[config.mk]
export PLATFORM = sky130hd
export DESIGN_NAME = mem_copy_dma
export DESIGN_NICKNAME = d
export VERILOG_FILES = /design/src/rtl/mem_copy_dma.sv
export SDC_FILE = /design/constraint.sdc
export NUM_CORES = 1
export LEC_CHECK = 0
export BUFFER_PORTS_ARGS = -buffer_cell sky130_fd_sc_hd__buf_2
export CAP_MARGIN = 20
export CORE_ASPECT_RATIO = 1.4
export CORE_MARGIN = 2
export CORE_UTILIZATION = 46
export CTS_CLUSTER_SIZE = 30
export DETAILED_ROUTE_END_ITERATION = 6
export GPL_TIMING_DRIVEN = 0
export PLACE_DENSITY = 0.88
export SYNTH_ARGS = -nofsm -noshare
export SYNTH_HDL_FRONTEND = slang
export SYNTH_SLANG_ARGS = --single-unit
[constraint.sdc]
create_clock -name clk -period 8.2 [get_ports clk]
set_input_delay 1.64 -clock clk [delete_from_list [all_inputs] [get_ports clk]]
set_output_delay 1.64 -clock clk [all_outputs]
set_load 0.01 [all_outputs]
[src/rtl/mem_copy_dma.sv]
// Word-by-word memory copy engine: one READ and one WRITE cycle per word, done pulses in cycle 2*len+1.
// Define MEM_COPY_CHECKSUM_EN to build the running 32-bit sum of copied words on checksum.
module mem_copy_dma #(
  parameter int IDX_W = 10,
  parameter int LEN_W = 11
) (
  input  logic             clk,
  input  logic             rst,
  input  logic             start,
  input  logic [31:0]      src_base,
  input  logic [31:0]      dst_base,
  input  logic [LEN_W-1:0] len,
  output logic [31:0]      address,
  output logic [31:0]      writedata,
  output logic             writemem,
  output logic             readmem,
  input  logic [31:0]      readmem_out,
  output logic             busy,
  output logic             done,
  output logic [31:0]      checksum
);

  typedef enum logic [1:0] {IDLE, READ, WRITE, DONE} state_t;

  // Masking the full 32-bit sum gives the index wrap and keeps upper address bits at zero.
  localparam logic [31:0] IDX_MASK = 32'((64'd1 << IDX_W) - 64'd1);

  state_t           state_q, state_d;
  logic [31:0]      src_q, dst_q, data_q;
  logic [LEN_W-1:0] len_q, i_q;
  logic             start_ok, last_word;

  assign start_ok  = (state_q == IDLE) && start;
  assign last_word = (i_q == len_q - LEN_W'(1));

  always_ff @(posedge clk or posedge rst) begin
    if (rst) state_q <= IDLE;
    else     state_q <= state_d;
  end

  always_comb begin
    state_d   = state_q;
    address   = '0;
    writedata = '0;
    writemem  = 1'b0;
    readmem   = 1'b0;
    busy      = 1'b1;
    done      = 1'b0;
    case (state_q)
      IDLE: begin
        busy = 1'b0;
        if (start) state_d = (len == '0) ? DONE : READ;
      end
      READ: begin
        address = (src_q + 32'(i_q)) & IDX_MASK;
        readmem = 1'b1;
        state_d = WRITE;
      end
      WRITE: begin
        address   = (dst_q + 32'(i_q)) & IDX_MASK;
        writedata = data_q;
        writemem  = 1'b1;
        state_d   = last_word ? DONE : READ;
      end
      DONE: begin
        done    = 1'b1;
        state_d = IDLE;
      end
      default: state_d = IDLE;
    endcase
  end

  always_ff @(posedge clk or posedge rst) begin
    if (rst) begin
      src_q  <= '0;
      dst_q  <= '0;
      len_q  <= '0;
      i_q    <= '0;
      data_q <= '0;
    end else begin
      if (start_ok) begin
        src_q <= src_base;
        dst_q <= dst_base;
        len_q <= len;
        i_q   <= '0;
      end
      if (state_q == READ)  data_q <= readmem_out;
      if (state_q == WRITE) i_q    <= i_q + LEN_W'(1);
    end
  end

`ifdef MEM_COPY_CHECKSUM_EN
  logic [31:0] sum_q;

  always_ff @(posedge clk or posedge rst) begin
    if (rst)                   sum_q <= '0;
    else if (start_ok)         sum_q <= '0;
    else if (state_q == READ)  sum_q <= sum_q + readmem_out;
  end

  assign checksum = sum_q;
`else
  assign checksum = '0;
`endif

endmodule

# Word-level counts from Yosys, hierarchy flattened
# Index checks and enable logic that the tools add are counted.
# W data, S select, Z words.
word_totals:
  register_bits: 76
  inputBits: 110
  wordCells: 31
classes:
  eq_ne: 5
  reduce_logical: 4
  addsub: 4
  n_mux: 12
ops:
  columns: ["operator", "count"]
  rows:
  - ["$mux W32", 1]
  - ["$mux W11", 2]
  - ["$add A10 B10 Y10", 2]
  - ["$pmux W10 S2", 1]
  - ["$add A11 B1 Y11 const B", 1]
  - ["$eq A11 B11 Y1", 1]
  - ["$logic_not A11 Y1", 1]
  - ["$sub A11 B1 Y11 const B", 1]
  - ["$pmux W2 S4", 1]
  - ["$mux W2", 3]
  - ["$eq A2 B2 Y1 const B", 2]
  - ["$mux W1", 4]
  - ["$eq A2 B1 Y1 const B", 1]
  - ["$logic_not A2 Y1", 1]
  - ["$ne A2 B2 Y1 const B", 1]
  - ["$reduce_bool A2 Y1", 1]
  - ["$logic_and A1 B1 Y1", 1]

# Logic depth before layout (Yosys ltp)
depth:
  depth_word: 4
  mapped_depth: 13
  mapped_depth_nobuf: 11

# Least setup slack after synthesis
# OpenSTA, ideal clock, no wires.
synth_path:
  path_kind: "register to output"
  startpoint: "reg state_q[0]"
  endpoint: "out address[8]"
  required_time_ns: 6.560
  n_path_buf: 2
  path_stages_with_launch: 14
  arrival_time_ns: 3.645
  setup_slack_ns: 2.915
  cell_sequence: "dfrtp_1 > inv_1 > ha_1 > clkbuf_1 > clkbuf_1 > mux2_2 > ha_1 > fa_1 > a21o_1 > a21oi_1 > o21bai_1 > a2111o_1 > and3_1 > nor3b_1"
synth_between:
  elab_chain_len: 2
  elab_cells_between_ends: 3
synth_lines:
  columns: ["element", "line", "source"]
  rows:
  - ["start: declaration", "28", "state_t state_q, state_d;"]
  - ["start signal: assignment", "38", "else state_q <= state_d;"]
  - ["$eq A2 B2 Y1 / $eq A2 B1 Y1 (equally long branches)", "49", "case (state_q)"]
  - ["$pmux W10 S2 (*)", "49", null]
  - ["end: declaration", "13", "output logic [31:0] address,"]
# Every way passes the cells marked *; elsewhere a longest branch is shown, timed or not.

# Worst setup path after layout
# Same ends and word-level chain as after synthesis.

==> qor.txt <==
==================================================================================================
Data arrival time of the critical path                                                     4.59 ns
Clock tree sinks                                                                                76
Final-report max-slew violation count                                                            0
Data required time at the worst endpoint                                                   6.56 ns
Area grow syn2layout                                                                         26.8%
Static leakage                                                                             2.92 nW
Yosys warnings                                                                                   0
Fin area                                                                                 5820 um^2
Final hold slack                                                                          0.501 ns
Buffer levels on the longest clock path                                                          2
Library cell occupying the most area in the post-synthesis netlist                    sky130_fd_sc_hd__dfrtp_1
First drt pass iteration count                                                                   4
Global-route usage over all layers                                                           19.7%
Share of flip-flops with an asynchronous set or reset                                         100%
Critical R2R Launch                                                                   len_q[0]$_DFFE_PP0P_
Top-level port count                                                                           210
Critical path peak fanout                                                                       10
CTS tree                                                                                     built
Number of cells after detailed placement                                                       716
Clock transition time at the flip-flop clock pins of the worst setup and hold paths        0.06 ns
Final Wtd Congestion                                                                         0.850
Power density over the cells                                                           351 nW/um^2
Total grt overflow                                                                               0
Fraction of the yosys area taken by sequential cells                                         41.4%
Count of routing violations after the opening detailed-route iteration                         164
Actual slew at the worst max-slew pin                                                     0.905 ns
Ys flop type                                                                          sky130_fd_sc_hd__dfrtp_1
DR DRC count                                                                                     0
Number of inserted filler cells in the final layout                                            833
Worst R2R Setup Slack                                                                      5.57 ns
Count of max-cap constraint violations                                                           0
Horiz. Die Dim                                                                             88.4 um
Initial antenna violation count                                                                  0
Count of buffers from port buffering                                                           111
Worst-case setup slack after placement                                                     2.40 ns
Fin crit share                                                                               75.9%
Clock network power share                                                                    19.8%
Clock Latency Late Sink                                                                    0.34 ns
HPWL reported at the end of detailed placement                                             7.94 mm
Number of buffers created by CTS                                                                 9
Biggest area contributors in the synthesized netlist                                  sky130_fd_sc_hd__dfrtp_1 (41%), sky130_fd_sc_hd__mux2_2 (18%), sky130_fd_sc_hd__buf_4 (8.8%)
Worst-case vdd ir drop                                                                    0.226 mV
Total of flip-flops plus latches after synthesis                                                76
Post-synthesis average cell area                                                         11.0 um^2
Clock root buffer                                                                     sky130_fd_sc_hd__clkbuf_16
Cell depth of the worst flop-to-flop path                                                        9
Kind of critical path                                                                      reg2out
Pwr Total                                                                                  2.04 mW
Sequential Power Share                                                                       32.6%
Count of endpoints failing hold in the final timing report                                       0
Count of distinct cell types in the synthesized netlist                                         52
Reg2reg end                                                                           state_q[1]$_DFFE_PP0P_
Number of nets with antenna violations after routing                                             0
CP startpoint                                                                         state_q[0]$_DFFE_PP0P_
Pin count of the biggest net entering global routing                                            77
Startpoint type of the worst setup path                                                   register
Post-synth top area share                                                                    41.4%
Max frequency                                                                              161 MHz
Cells after Synth                                                                              417
Setup WS post-layout                                                                       1.97 ns
Combinational Power Share                                                                    47.6%
Outcome                                                                               complete, no violations
Via count of the first global-routing pass                                                   3,454
Worst slew margin relative to its limit                                                      39.6%
Full die area                                                                          10,800 um^2
Most frequent cell after synthesis                                                    sky130_fd_sc_hd__dfrtp_1
Post-synth design cell area                                                              4590 um^2
Final-layout setup total negative slack                                                       0 ns
Class of the tightest hold or removal check                                                reg2reg
Maximum level of the CTS H-tree                                                                  3
Net switching share of the total power                                                       36.9%
Via Count                                                                                    3,471
Rows                                                                                            43
Kind of end point of the critical path                                                 output port
Worst Clk Skew                                                                          0.00717 ns
Number of standard cells in the layout, taps in and fillers out                                732
Setup repair after global routing missed its margin                                             no
Post-cts hold buffer count                                                                       0
Last element of the critical path                                                       address[8]
Number of nets in the layout                                                                   719
Share of cells above drive strength 1                                                        44.1%
Setup Viol. Count Final                                                                          0
Die height                                                                                  122 um
Area after DPL                                                                           5520 um^2
PostCTS Resize Cnt                                                                               0
Most numerous cell types in the synthesized netlist                                   sky130_fd_sc_hd__dfrtp_1 (76), sky130_fd_sc_hd__mux2_2 (73), sky130_fd_sc_hd__buf_4 (54)
Final Core Density                                                                           59.5%
Routed length per placed instance                                                          14.0 um
P_int                                                                                      1.29 mW
Clock period minus final worst setup slack                                                 6.23 ns
Core Region                                                                              9790 um^2
Routed wire length                                                                         10.2 mm
Per-cell via count in the routed design                                                       4.74
Buffers inserted during post-CTS setup optimization                                              0
Switching Power                                                                             754 uW
Wire length of the first global-routing pass                                               16.3 mm
Number of inserted diodes                                                                        0
Starting utilization of the core area                                                        46.9%
EDFF count, synth                                                                                0
==================================================================================================
==> worst min path at each step <==
| stage | cells past startpoint | slack [ns] | endpoint | from |
|---|---|---|---|---|
| after CTS | 1 | 0.50 | data_q[22]$_DFFE_PP0P_ | data_q[22]$_DFFE_PP0P_ |
| after floorplan | 1 | 0.47 | data_q[0]$_DFFE_PP0P_ | data_q[0]$_DFFE_PP0P_ |
| final | 1 | 0.50 | data_q[22]$_DFFE_PP0P_ | data_q[22]$_DFFE_PP0P_ |
| after global placement | 1 | 0.48 | dst_q[0]$_DFFE_PP0P_ | dst_q[0]$_DFFE_PP0P_ |
| after detailed placement | 1 | 0.49 | data_q[31]$_DFFE_PP0P_ | data_q[31]$_DFFE_PP0P_ |
| after global routing | 1 | 0.52 | data_q[11]$_DFFE_PP0P_ | data_q[11]$_DFFE_PP0P_ |
==> kinds of logic after synthesis <==
group | share of synthesized area (%)
flops | 41.4
compound gates | 6.90
mux | 18.6
other cells | 0.0817
fa+ha+maj | 4.80
buf+inv | 11.6
simple gates | 12.5
xor+xnor | 4.20
==> area by class of cell <==
| cell class | count | area, um^2 | area share [%] |
|---|---|---|---|
| Multi-Input combinational cell | 311 | 2360 | 40.5 |
| Sequential cell | 76 | 1900 | 32.7 |
| Timing Repair Buffer | 111 | 556 | 9.54 |
| Buffer | 72 | 489 | 8.40 |
| Clock buffer | 9 | 225 | 3.87 |
| Tap cell | 135 | 169 | 2.90 |
| Clock inverter | 7 | 81.3 | 1.40 |
| Inverter | 11 | 43.8 | 0.752 |
==> cells in the final DEF, fill, tap and decap left out, types with 3 or more instances in the layout <==
master / synthesis / routed
sky130_fd_sc_hd__xnor2_1: 17 / 17
sky130_fd_sc_hd__nand2_1: 12 / 12
sky130_fd_sc_hd__a21o_1: 3 / 3
sky130_fd_sc_hd__buf_4: 54 / 54
sky130_fd_sc_hd__clkbuf_1: 14 / 14
sky130_fd_sc_hd__nand4_1: 3 / 3
sky130_fd_sc_hd__mux2_2: 73 / 73
sky130_fd_sc_hd__nand3_1: 9 / 9
sky130_fd_sc_hd__buf_2: 1 / 112
sky130_fd_sc_hd__o21ai_0: 12 / 12
sky130_fd_sc_hd__inv_1: 11 / 10
sky130_fd_sc_hd__inv_6: 0 / 3
sky130_fd_sc_hd__nor2_1: 6 / 6
sky130_fd_sc_hd__conb_1: 1 / 54
sky130_fd_sc_hd__ha_1: 16 / 16
sky130_fd_sc_hd__nor4_1: 4 / 4
sky130_fd_sc_hd__clkbuf_16: 0 / 9
sky130_fd_sc_hd__xor2_1: 5 / 5
sky130_fd_sc_hd__mux2i_1: 3 / 3
sky130_fd_sc_hd__nor3_1: 6 / 6
sky130_fd_sc_hd__a21oi_1: 8 / 8
sky130_fd_sc_hd__o31ai_1: 3 / 3
sky130_fd_sc_hd__and2_1: 39 / 39
sky130_fd_sc_hd__dfrtp_1: 76 / 76
==> sequential cells by signal, indices dropped and copies added, names as in the netlist <==
| signal | count |
|---|---|
| len_q | 11 |
| i_q | 11 |
| data_q | 32 |
| src_q | 10 |
| dst_q | 10 |
| state_q | 2 |
==> power groups by stage <==
stage                     combinational [mW]  clock [mW]  sequential [mW]
final                                  0.973       0.405            0.665
after detailed placement               0.973           0            0.670
after global placement                 0.937           0            0.655
after global routing                    1.07       0.430            0.687
after CTS                              0.981       0.412            0.664
after floorplan                        0.726           0            0.627
==> metal layers <==
metal	global-route usage, %	part of all wire [%]
met1	22.2	38
met2	34.9	53
met3	5.22	7.0
met4	7.67	2.1
met5	0	0
==> critical path, stage by stage (launching register included) <==
cell	delay (ns)
sky130_fd_sc_hd__dfrtp_1	0.41
sky130_fd_sc_hd__inv_1	0.14
sky130_fd_sc_hd__ha_1	0.19
sky130_fd_sc_hd__clkbuf_1	0.38
sky130_fd_sc_hd__clkbuf_1	0.49
sky130_fd_sc_hd__mux2_2	0.41
sky130_fd_sc_hd__ha_1	0.21
sky130_fd_sc_hd__fa_1	0.43
sky130_fd_sc_hd__a21o_1	0.19
sky130_fd_sc_hd__a21oi_1	0.26
sky130_fd_sc_hd__o21bai_1	0.15
sky130_fd_sc_hd__a2111o_1	0.43
sky130_fd_sc_hd__and3_1	0.17
sky130_fd_sc_hd__nor3b_1	0.23
sky130_fd_sc_hd__buf_2	0.17
Note: power is estimated with default switching activity, not from simulation.
